$ cat src/rtl/chirp_pkg.sv
// Shared types and default widths for the chirp sweep generator.
package chirp_pkg;

  localparam int unsigned FW_DEF = 48;  // frequency word / phase accumulator width
  localparam int unsigned RW_DEF = 32;  // dwell counter width
  localparam int unsigned NW_DEF = 24;  // step counter width
  localparam int unsigned PW_DEF = 16;  // truncated phase output width

  typedef enum logic [1:0] {
    MODE_UP   = 2'd0,
    MODE_DOWN = 2'd1,
    MODE_TRI  = 2'd2,
    MODE_CW   = 2'd3
  } chirp_mode_e;

  typedef enum logic [1:0] {
    ST_IDLE = 2'd0,
    ST_RUN  = 2'd1,
    ST_DONE = 2'd2
  } chirp_state_e;

endpackage

$ cat src/rtl/dds_phase_acc.sv
// Phase accumulator for the DDS path.
// Ports:
//   clk_96 - clock
//   rst    - synchronous reset, active-high
//   clr    - synchronous clear (wins over en)
//   en     - add inc into the accumulator this cycle
//   inc    - phase increment (frequency word)
//   phase  - top PW bits of the accumulator (pre-add value)
module dds_phase_acc #(
  parameter int unsigned FW = 48,
  parameter int unsigned PW = 16
) (
  input  logic          clk_96,
  input  logic          rst,
  input  logic          clr,
  input  logic          en,
  input  logic [FW-1:0] inc,
  output logic [PW-1:0] phase
);

  logic [FW-1:0] acc_q;

  always_ff @(posedge clk_96) begin
    if (rst || clr) begin
      acc_q <= '0;
    end else if (en) begin
      acc_q <= acc_q + inc;
    end
  end

  assign phase = acc_q[FW-1 -: PW];

endmodule

$ cat src/rtl/chirp_sweep_gen.sv
// Stepped chirp sweep generator: produces a frequency word and truncated running phase
// for a DDS core. Modes: up-saw, down-saw, triangle, CW; finite or infinite repeat.
// Ports:
//   clk_96, rst            - clock, synchronous active-high reset
//   cfg_valid/cfg_ready    - config handshake into shadow registers (accepted in IDLE)
//   cfg_freq/delta/rate/steps/mode/repeat - sweep configuration
//   start (rising edge), stop (level abort)
//   busy, done, sweep_sync - status
//   phi_inc_o, phase_o, out_valid - DDS outputs
module chirp_sweep_gen
  import chirp_pkg::*;
#(
  parameter int unsigned FW = FW_DEF,
  parameter int unsigned RW = RW_DEF,
  parameter int unsigned NW = NW_DEF,
  parameter int unsigned PW = PW_DEF
) (
  input  logic          clk_96,
  input  logic          rst,
  input  logic          cfg_valid,
  output logic          cfg_ready,
  input  logic [FW-1:0] cfg_freq,
  input  logic [FW-1:0] cfg_delta,
  input  logic [RW-1:0] cfg_rate,
  input  logic [NW-1:0] cfg_steps,
  input  logic [1:0]    cfg_mode,
  input  logic [7:0]    cfg_repeat,
  input  logic          start,
  input  logic          stop,
  output logic          busy,
  output logic          done,
  output logic          sweep_sync,
  output logic [FW-1:0] phi_inc_o,
  output logic [PW-1:0] phase_o,
  output logic          out_valid
);

  chirp_state_e state_q, state_d;
  logic          start_q;
  logic          start_edge, cfg_acc;

  // Shadow configuration
  logic [FW-1:0] f0_q, delta_q;
  logic [RW-1:0] rate_q;
  logic [NW-1:0] steps_q;
  chirp_mode_e   mode_q, mode_eff;
  logic [7:0]    repeat_q;

  // Sweep progress
  logic [FW-1:0] freq_q, freq_d;
  logic [RW-1:0] dwell_q, dwell_d;
  logic [NW-1:0] step_q, step_d;
  logic          dir_q, dir_d;  // TRI only: 1 on the falling half
  logic [7:0]    sweep_q, sweep_d;
  logic          sweep_end;
  logic [PW-1:0] acc_phase;

  assign start_edge = start & ~start_q;
  assign cfg_acc    = cfg_valid & cfg_ready;
  // A triangle with no steps degenerates to a constant tone.
  assign mode_eff   = (mode_q == MODE_TRI && steps_q == '0) ? MODE_CW : mode_q;

  always_comb begin
    state_d   = state_q;
    freq_d    = '0;
    dwell_d   = '0;
    step_d    = '0;
    dir_d     = 1'b0;
    sweep_d   = '0;
    sweep_end = 1'b0;
    unique case (state_q)
      ST_IDLE: begin
        if (start_edge) begin
          state_d = ST_RUN;
          // Config landing in the same cycle as the edge takes effect for this run.
          freq_d  = cfg_acc ? cfg_freq : f0_q;
        end
      end
      ST_RUN: begin
        if (stop) begin
          state_d = ST_IDLE;
        end else begin
          freq_d  = freq_q;
          step_d  = step_q;
          dir_d   = dir_q;
          sweep_d = sweep_q;
          if (dwell_q != rate_q) begin
            dwell_d = dwell_q + RW'(1);
          end else begin
            case (mode_eff)
              MODE_UP: begin
                if (step_q == steps_q) begin
                  sweep_end = 1'b1;
                end else begin
                  step_d = step_q + NW'(1);
                  freq_d = freq_q + delta_q;
                end
              end
              MODE_DOWN: begin
                if (step_q == steps_q) begin
                  sweep_end = 1'b1;
                end else begin
                  step_d = step_q + NW'(1);
                  freq_d = freq_q - delta_q;
                end
              end
              MODE_TRI: begin
                // step_q is the multiple of delta above f0; the fall stops at f0+d.
                if (!dir_q) begin
                  if (step_q != steps_q) begin
                    step_d = step_q + NW'(1);
                    freq_d = freq_q + delta_q;
                  end else if (steps_q == NW'(1)) begin
                    sweep_end = 1'b1;
                  end else begin
                    dir_d  = 1'b1;
                    step_d = steps_q - NW'(1);
                    freq_d = freq_q - delta_q;
                  end
                end else if (step_q == NW'(1)) begin
                  sweep_end = 1'b1;
                end else begin
                  step_d = step_q - NW'(1);
                  freq_d = freq_q - delta_q;
                end
              end
              default: sweep_end = 1'b1;
            endcase
            if (sweep_end) begin
              step_d = '0;
              dir_d  = 1'b0;
              freq_d = f0_q;
              if (repeat_q != 8'd0 && sweep_q == repeat_q - 8'd1) begin
                state_d = ST_DONE;
                freq_d  = '0;
                sweep_d = '0;
              end else if (repeat_q != 8'd0) begin
                sweep_d = sweep_q + 8'd1;
              end
            end
          end
        end
      end
      ST_DONE: state_d = ST_IDLE;
      default: state_d = ST_IDLE;
    endcase
  end

  always_ff @(posedge clk_96) begin
    if (rst) begin
      // Track start during reset so a level held through reset is not seen as an edge.
      start_q  <= start;
      state_q  <= ST_IDLE;
      f0_q     <= '0;
      delta_q  <= '0;
      rate_q   <= '0;
      steps_q  <= '0;
      mode_q   <= MODE_UP;
      repeat_q <= '0;
      freq_q   <= '0;
      dwell_q  <= '0;
      step_q   <= '0;
      dir_q    <= 1'b0;
      sweep_q  <= '0;
    end else begin
      start_q <= start;
      state_q <= state_d;
      freq_q  <= freq_d;
      dwell_q <= dwell_d;
      step_q  <= step_d;
      dir_q   <= dir_d;
      sweep_q <= sweep_d;
      if (cfg_acc) begin
        f0_q     <= cfg_freq;
        delta_q  <= cfg_delta;
        rate_q   <= cfg_rate;
        steps_q  <= cfg_steps;
        mode_q   <= chirp_mode_e'(cfg_mode);
        repeat_q <= cfg_repeat;
      end
    end
  end

  dds_phase_acc #(
    .FW (FW),
    .PW (PW)
  ) u_acc (
    .clk_96 (clk_96),
    .rst    (rst),
    .clr    (!busy || stop),
    .en     (busy),
    .inc    (freq_q),
    .phase  (acc_phase)
  );

  assign busy       = (state_q == ST_RUN);
  assign out_valid  = busy;
  assign done       = (state_q == ST_DONE);
  assign cfg_ready  = (state_q == ST_IDLE) && !rst;
  assign phi_inc_o  = busy ? freq_q : '0;
  assign phase_o    = busy ? acc_phase : '0;
  assign sweep_sync = busy && dwell_q == '0 && step_q == '0 && !dir_q;

endmodule

$ cat config.mk
export PLATFORM = sky130hd
export DESIGN_NAME = chirp_sweep_gen
export DESIGN_NICKNAME = d
export VERILOG_FILES = /design/src/rtl/chirp_pkg.sv /design/src/rtl/dds_phase_acc.sv /design/src/rtl/chirp_sweep_gen.sv
export SDC_FILE = /design/constraint.sdc
export NUM_CORES = 1
export LEC_CHECK = 0
export ABC_AREA = 1
export CAP_MARGIN = 20
export CORE_MARGIN = 5
export CORE_UTILIZATION = 45
export CTS_CLUSTER_SIZE = 10
export DETAILED_ROUTE_END_ITERATION = 10
export SETUP_SLACK_MARGIN = 0.15
export SLEW_MARGIN = 20
export SYNTH_ARGS = -nofsm -noshare
export SYNTH_HDL_FRONTEND = slang
export SYNTH_HIERARCHICAL = 1
export SYNTH_SLANG_ARGS = --single-unit
$ cat constraint.sdc
create_clock -name clk_96 -period 7.29 [get_ports clk_96]
set_clock_uncertainty 0.1 [all_clocks]
set_input_delay 1.8225 -clock clk_96 [delete_from_list [all_inputs] [get_ports clk_96]]
set_output_delay 1.8225 -clock clk_96 [all_outputs]
set_load 0.01 [all_outputs]
==> impl_metrics.yaml, run 1 <==
power_and_ir_drop:
  p_leak_nw: 17.6
  ir_worst_vdd_mv: 0.180
  p_per_area_nw_per_um2: 167
synth:
  netlist_area_um2: 30200
  synth-async-reset-ratio_pct: 0
  ys_seq_elements: 326
  yosys.cell_types.count: 58
  synth-compound-area-share_pct: 10.8
  synth-xor-area-share_pct: 4.30
  netlist_instances: 5353
  synth_top_family_by_area: "simple AND/OR/NAND/NOR gates"
  muxShareOfSynthArea_pct: 0
  synth-edff-count: 0
  synth_ff_type: "dfxtp_1"
  synth_nets: 5675
  synth_fa_ha_area_share_pct: 6.51
  ys_warn_count: 6
  synthSimpleGateAreaFrac_pct: 41.5
  avgSynthCellArea_um2: 5.63
  ys_seq_area_share_pct: 21.6
global_route:
  first_global_vias: 31200
  grt_pass1_wl_um: 183000
  grt_max_degree: 198
  grt-ovfl-total: 0
  antenna_found_initial: 7
  grt_use_total_pct: 32.6
clock_tree:
  path_clk_slew_ns: 0.05
  cts_resized: 0
  cts_setup_buffers: 0
  cts.path.max_buffers: 3
  cts.sinks: 326
  h-tree-depth: 2
  cts_tree: "built"
  clk_latency_ns: 0.62
  hold_buffers: 0
  numCtsBuffers: 43
  cts-root-buf: "clkbuf_16"
drt:
  vias: 33000
  wirelength_um: 122000
  ant_nets: 0
  firstDrtPassIters: 7
  wire_per_inst_um: 19.2
  drtIter0Drc: 2671
  drcViolationCount: 0
  avgViaCountPerCell: 5.20
layout:
  syn_to_final_growth_pct: 13.3
  fin_nets: 5764
  final_util_pct: 51.1
  final_common_cell: "nand2_1"
  layout_common_cells: "nand2_1 (1,688), inv_1 (906), nor2_1 (556), nand3_1 (349), dfxtp_1 (326)"
  layout-drive-gt1-share_pct: 5.16
worst_setup_path:
  slowest_delay_ns: 0.65
  crit_required_ns: 5.37
  cp-end-kind: "primary output"
  start_kind: "flip-flop"
  critical_path_peak_fanout: 8
  crit_path_top_delay_cell: "nor4_1"
  worstPathCellList: "nor2_1, nand2_1, nor4_1, and3_1, clkdlybuf4s50_1"
  crit_arrival_ns: 2.92
  crit_type: "flip-flop to primary output"
floorplanning:
  num_rows: 95
  start_util_pct: 45.1
  floorplan.core_area_um2: 66800
  dieArea_um2: 72300
  die_h_um: 269
  die-width_um: 269
  ioPinCount: 236
sta:
  setup_viol: 0
  relSlewSlack_pct: 26.7
  setup_tns_ns: 0
  post-route-period-util_pct: 66.4
  rsz0062_at_grt: "no"
  fmaxAchievable_ghz: 0.207
  hold_viol: 0
  finalWorstSetupSlack_ns: 2.45
  hold_ws_ns: 0.368
  period_needed_ns: 4.84
  worst-slew-pin-transition_ns: 1.10
  slew_violations: 0
placed_design:
  dpl.hpwl_um: 96100
  port_buffers: 235
  place.gp.congestion: 0.998
  place_ws_ns: 2.63
flow_run:
  maxCapViolCount: 0
worst_hold_path:
  hp-class: "flip-flop to flip-flop"
run_status:
  outcome: "finished clean"
## logic make-up after synthesis
kind of cell	Yosys count
xor+xnor	148
buf+inv	1162
flops	326
simple gates	2939
fa+ha+maj	155
compound gates	623
## synth_stat cells, types with 2 or more instances
master,count,area share (%)
a21o_1,2,0.050
a21oi_1,299,5.0
a31oi_1,2,0.041
and2_1,9,0.19
and3_1,4,0.083
buf_1,2,0.025
buf_2,47,0.78
buf_4,30,0.75
buf_6,6,0.22
clkbuf_1,125,1.6
clkinv_1,3,0.037
dfxtp_1,326,22
fa_1,3,0.20
ha_1,152,6.3
inv_1,908,11
inv_2,37,0.46
nand2_1,1689,21
nand2_2,20,0.41
nand2_4,2,0.075
nand3_1,349,5.8
nand3_2,13,0.43
nand3b_1,5,0.12
nand4_1,89,1.8
nor2_1,558,6.9
nor2_2,30,0.62
nor2_4,13,0.49
nor3_1,58,0.96
nor3_2,11,0.37
nor3b_1,7,0.17
nor3b_2,4,0.17
nor4_1,16,0.33
o211ai_1,13,0.32
o21a_1,6,0.15
o21ai_0,249,4.1
o21ai_1,14,0.23
o21bai_1,16,0.40
o22ai_1,16,0.33
or2_2,54,1.1
xnor2_1,28,0.81
xor2_1,120,3.5
## per-stage QoR
stage	instance area [um^2]	cells	power [mW]
5_1_grt	34200	6340	5.99
3_3_place_gp	32800	6270	3.54
6_report	34200	6340	5.72
4_1_cts	34200	6337	5.73
3_5_place_dp	32800	6270	3.54
2_1_floorplan	30200	5353	2.97
## power by group
group | total [mW] | internal, mW | switching [mW]
Sequential | 1.96 | 1.87 | 0.0952
Combinational | 1.58 | 0.502 | 1.07
Clock | 2.18 | 1.28 | 0.902
Total | 5.72 | 3.64 | 2.07
## flip-flops by register name, indices dropped and copies added (netlist names)
| name | count |
|---|---|
| delta_q | 48 |
| dir_q | 1 |
| dwell_q | 32 |
| f0_q | 48 |
| freq_q | 48 |
| mode_q | 2 |
| rate_q | 32 |
| repeat_q | 8 |
| start_q | 1 |
| state_q | 2 |
| step_q | 24 |
| steps_q | 24 |
| sweep_q | 8 |
| u_acc/acc_q | 48 |
## metal layers
layer	vias to the layer above	share of wire, %	track usage (%)
met1	15000	43	42.1
met2	1048	46	54.9
li1	16700	-	-
met4	4	4.3	12.9
met3	247	6.2	5.06
met5	-	0.021	0
## layout make-up
cell class	count	area [um^2]
Antenna cell	3	7.51
Timing Repair Buffer	257	2540
Inverter	949	3570
Sequential cell	326	6530
Clock buffer	54	1140
Tap cell	873	1090
Fill cell	7275	32600
Clock inverter	13	238
Multi-Input combinational cell	3865	19100
## worst max-delay path: cells and delay by family, from the launching register on
| family | cells | cell delay, ns |
|---|---|---|
| buffers and inverters | 1 | 0.59 |
| flip-flops | 1 | 0.44 |
| AND/OR/NAND/NOR | 4 | 1.28 |
## worst paths after layout
check / from / slack (ns) / to / cells after the start
setup / recovery: step_q[12] / 2.45 / sweep_sync / 5
hold / removal: rate_q[10] / 0.37 / rate_q[10] / 2
setup reg to reg: steps_q[0] / 2.90 / freq_q[29] / 16
hold reg to reg: rate_q[10] / 0.37 / rate_q[10] / 2
Note: power is estimated with default switching activity, not from simulation.
==> run 2: changes to the inputs <==
Clock period 7.29 ns to 4.9 ns, I/O delays scaled along.
==> run 2 against run 1 <==
Effect of this change: utilization up 0.40 points; highest routed layer unchanged; wire length down 0.80%; power up 50%; sequential power up 47%; clock power up 50%; clock-buffer cell count up 3; largest power group unchanged; critical path depth unchanged; combinational power up 52%; register-to-register slack worse by 1.6 ns; via count up 0.82%; first-iteration DRC count down 2.6%; global-route usage down 0.24 points.
==> impl_metrics.yaml, run 2 (synthesized netlist as in run 1, its figures left out) <==
layout:
  final_common_cell: "nand2_1"
  stdcell_area_um2: 34400
  fin_nets: 5791
  layout_common_cells: "nand2_1 (1,688), inv_1 (906), nor2_1 (556), nand3_1 (349), dfxtp_1 (326)"
  final_util_pct: 51.5
  layout-drive-gt1-share_pct: 5.66
  syn_to_final_growth_pct: 14.2
clock_tree:
  cts-root-buf: "clkbuf_16"
  hold_buffers: 0
  h-tree-depth: 2
  cts_setup_buffers: 0
  cts.sinks: 326
  cts_tree: "built"
  path_clk_slew_ns: 0.06
  cts.path.max_buffers: 3
  clk_latency_ns: 0.60
  cts_resized: 0
  numCtsBuffers: 43
sta:
  hold_viol: 0
  worst-slew-pin-transition_ns: 0.950
  relSlewSlack_pct: 36.6
  finalWorstSetupSlack_ns: 0.697
  fmaxAchievable_ghz: 0.238
  slew_violations: 0
  hold_ws_ns: 0.368
  period_needed_ns: 4.20
  post-route-period-util_pct: 85.8
  setup_tns_ns: 0
  setup_viol: 0
  rsz0062_at_grt: "no"
drt:
  vias: 33300
  ant_nets: 0
  avgViaCountPerCell: 5.22
  drcViolationCount: 0
  wirelength_um: 121000
  drtIter0Drc: 2602
  wire_per_inst_um: 19.0
  firstDrtPassIters: 6
floorplanning:
  floorplan.core_area_um2: 66800
  ioPinCount: 236
  die_h_um: 269
  num_rows: 95
  die-width_um: 269
  dieArea_um2: 72300
  start_util_pct: 45.1
worst_setup_path:
  crit_required_ns: 3.58
  start_kind: "flip-flop"
  cp-end-kind: "primary output"
  critical_path_peak_fanout: 7
  crit_path_top_delay_cell: "nor4_1"
  worstPathCellList: "nor2_1, nand3_1, nor4_1, and3_1, clkdlybuf4s50_1"
  startpoint: "step_q[21]"
  crit_arrival_ns: 2.88
  reg2reg_from: "steps_q[0]"
  slowest_delay_ns: 0.64
  crit_type: "flip-flop to primary output"
worst_hold_path:
  hp-class: "flip-flop to flip-flop"
  holdCritStartpoint: "rate_q[11]"
global_route:
  antenna_found_initial: 8
  first_global_vias: 31600
  grt-ovfl-total: 0
  grt_max_degree: 167
  grt_use_total_pct: 32.4
  grt_pass1_wl_um: 182000
power_and_ir_drop:
  p_leak_nw: 17.8
  netSwitchingFraction_pct: 36.0
  internal_power_mw: 5.48
  p_per_area_nw_per_um2: 249
  ir_worst_vdd_mv: 0.241
  p_clk_share_pct: 38.1
  p_switching_mw: 3.08
  p_seq_share_pct: 33.8
  combinationalPowerShare_pct: 28.1
placed_design:
  dpl.hpwl_um: 95500
  place_ws_ns: 1.09
  place.gp.congestion: 1.03
  dpl_cell_area_um2: 33000
  port_buffers: 235
flow_run:
  maxCapViolCount: 0
run_status:
  outcome: "finished clean"
run 2: cell count changes in the layout (fill, tap and decap cells not counted), sizes merged:
cell / delta
buf: +27
clkbuf: +3
clkinv: +3
clkinvlp: -3
diode: +2
inv: -1
run 2: cell type report:
cell class / count / area (um^2)
inverters: 949 / 3560
fillers: 7290 / 32400
well taps: 873 / 1090
clock inverters: 12 / 208
multi-input cells: 3865 / 19100
repair buffers: 284 / 2790
clock buffers: 57 / 1180
flip-flops and latches: 326 / 6530
diodes: 5 / 12.5
run 2: power groups by stage:
| stage | Clock, mW | Combinational (mW) | Sequential, mW |
|---|---|---|---|
| floorplan | 0 | 1.51 | 2.91 |
| global placement | 0 | 2.35 | 2.95 |
| detailed placement | 0 | 2.35 | 2.95 |
| CTS | 3.32 | 2.36 | 2.89 |
| global route | 3.43 | 2.62 | 2.90 |
| finish | 3.26 | 2.40 | 2.89 |
run 2: worst paths after layout:
check          endpoint  slack (ns)  depth (start not counted)
max reg2reg  freq_q[34]        1.30                         17
min reg2reg  rate_q[11]        0.37                          2
max          sweep_sync        0.70                          5
min          rate_q[11]        0.37                          2
run 2: stage by stage:
| step | instances | power, mW |
|---|---|---|
| floorplan | 5353 | 4.41 |
| global placement | 6297 | 5.30 |
| detailed placement | 6297 | 5.30 |
| CTS | 6366 | 8.57 |
| global route | 6369 | 8.95 |
| finish | 6371 | 8.56 |
run 2: worst max-delay path, delay by kind of cell, from the launching register on:
family / cells / cell delay, ns
AND/OR/NAND/NOR: 4 / 1.34
buffers and inverters: 1 / 0.56
flip-flops: 1 / 0.39
run 2: routing by layer:
metal	vias to the layer above	global-route usage (%)	routed length, um
met5	-	0	26
met4	4	12.5	4950
met3	233	5.47	8450
met2	1079	55.0	55900
met1	15200	41.2	51400
li1	16700	-	-
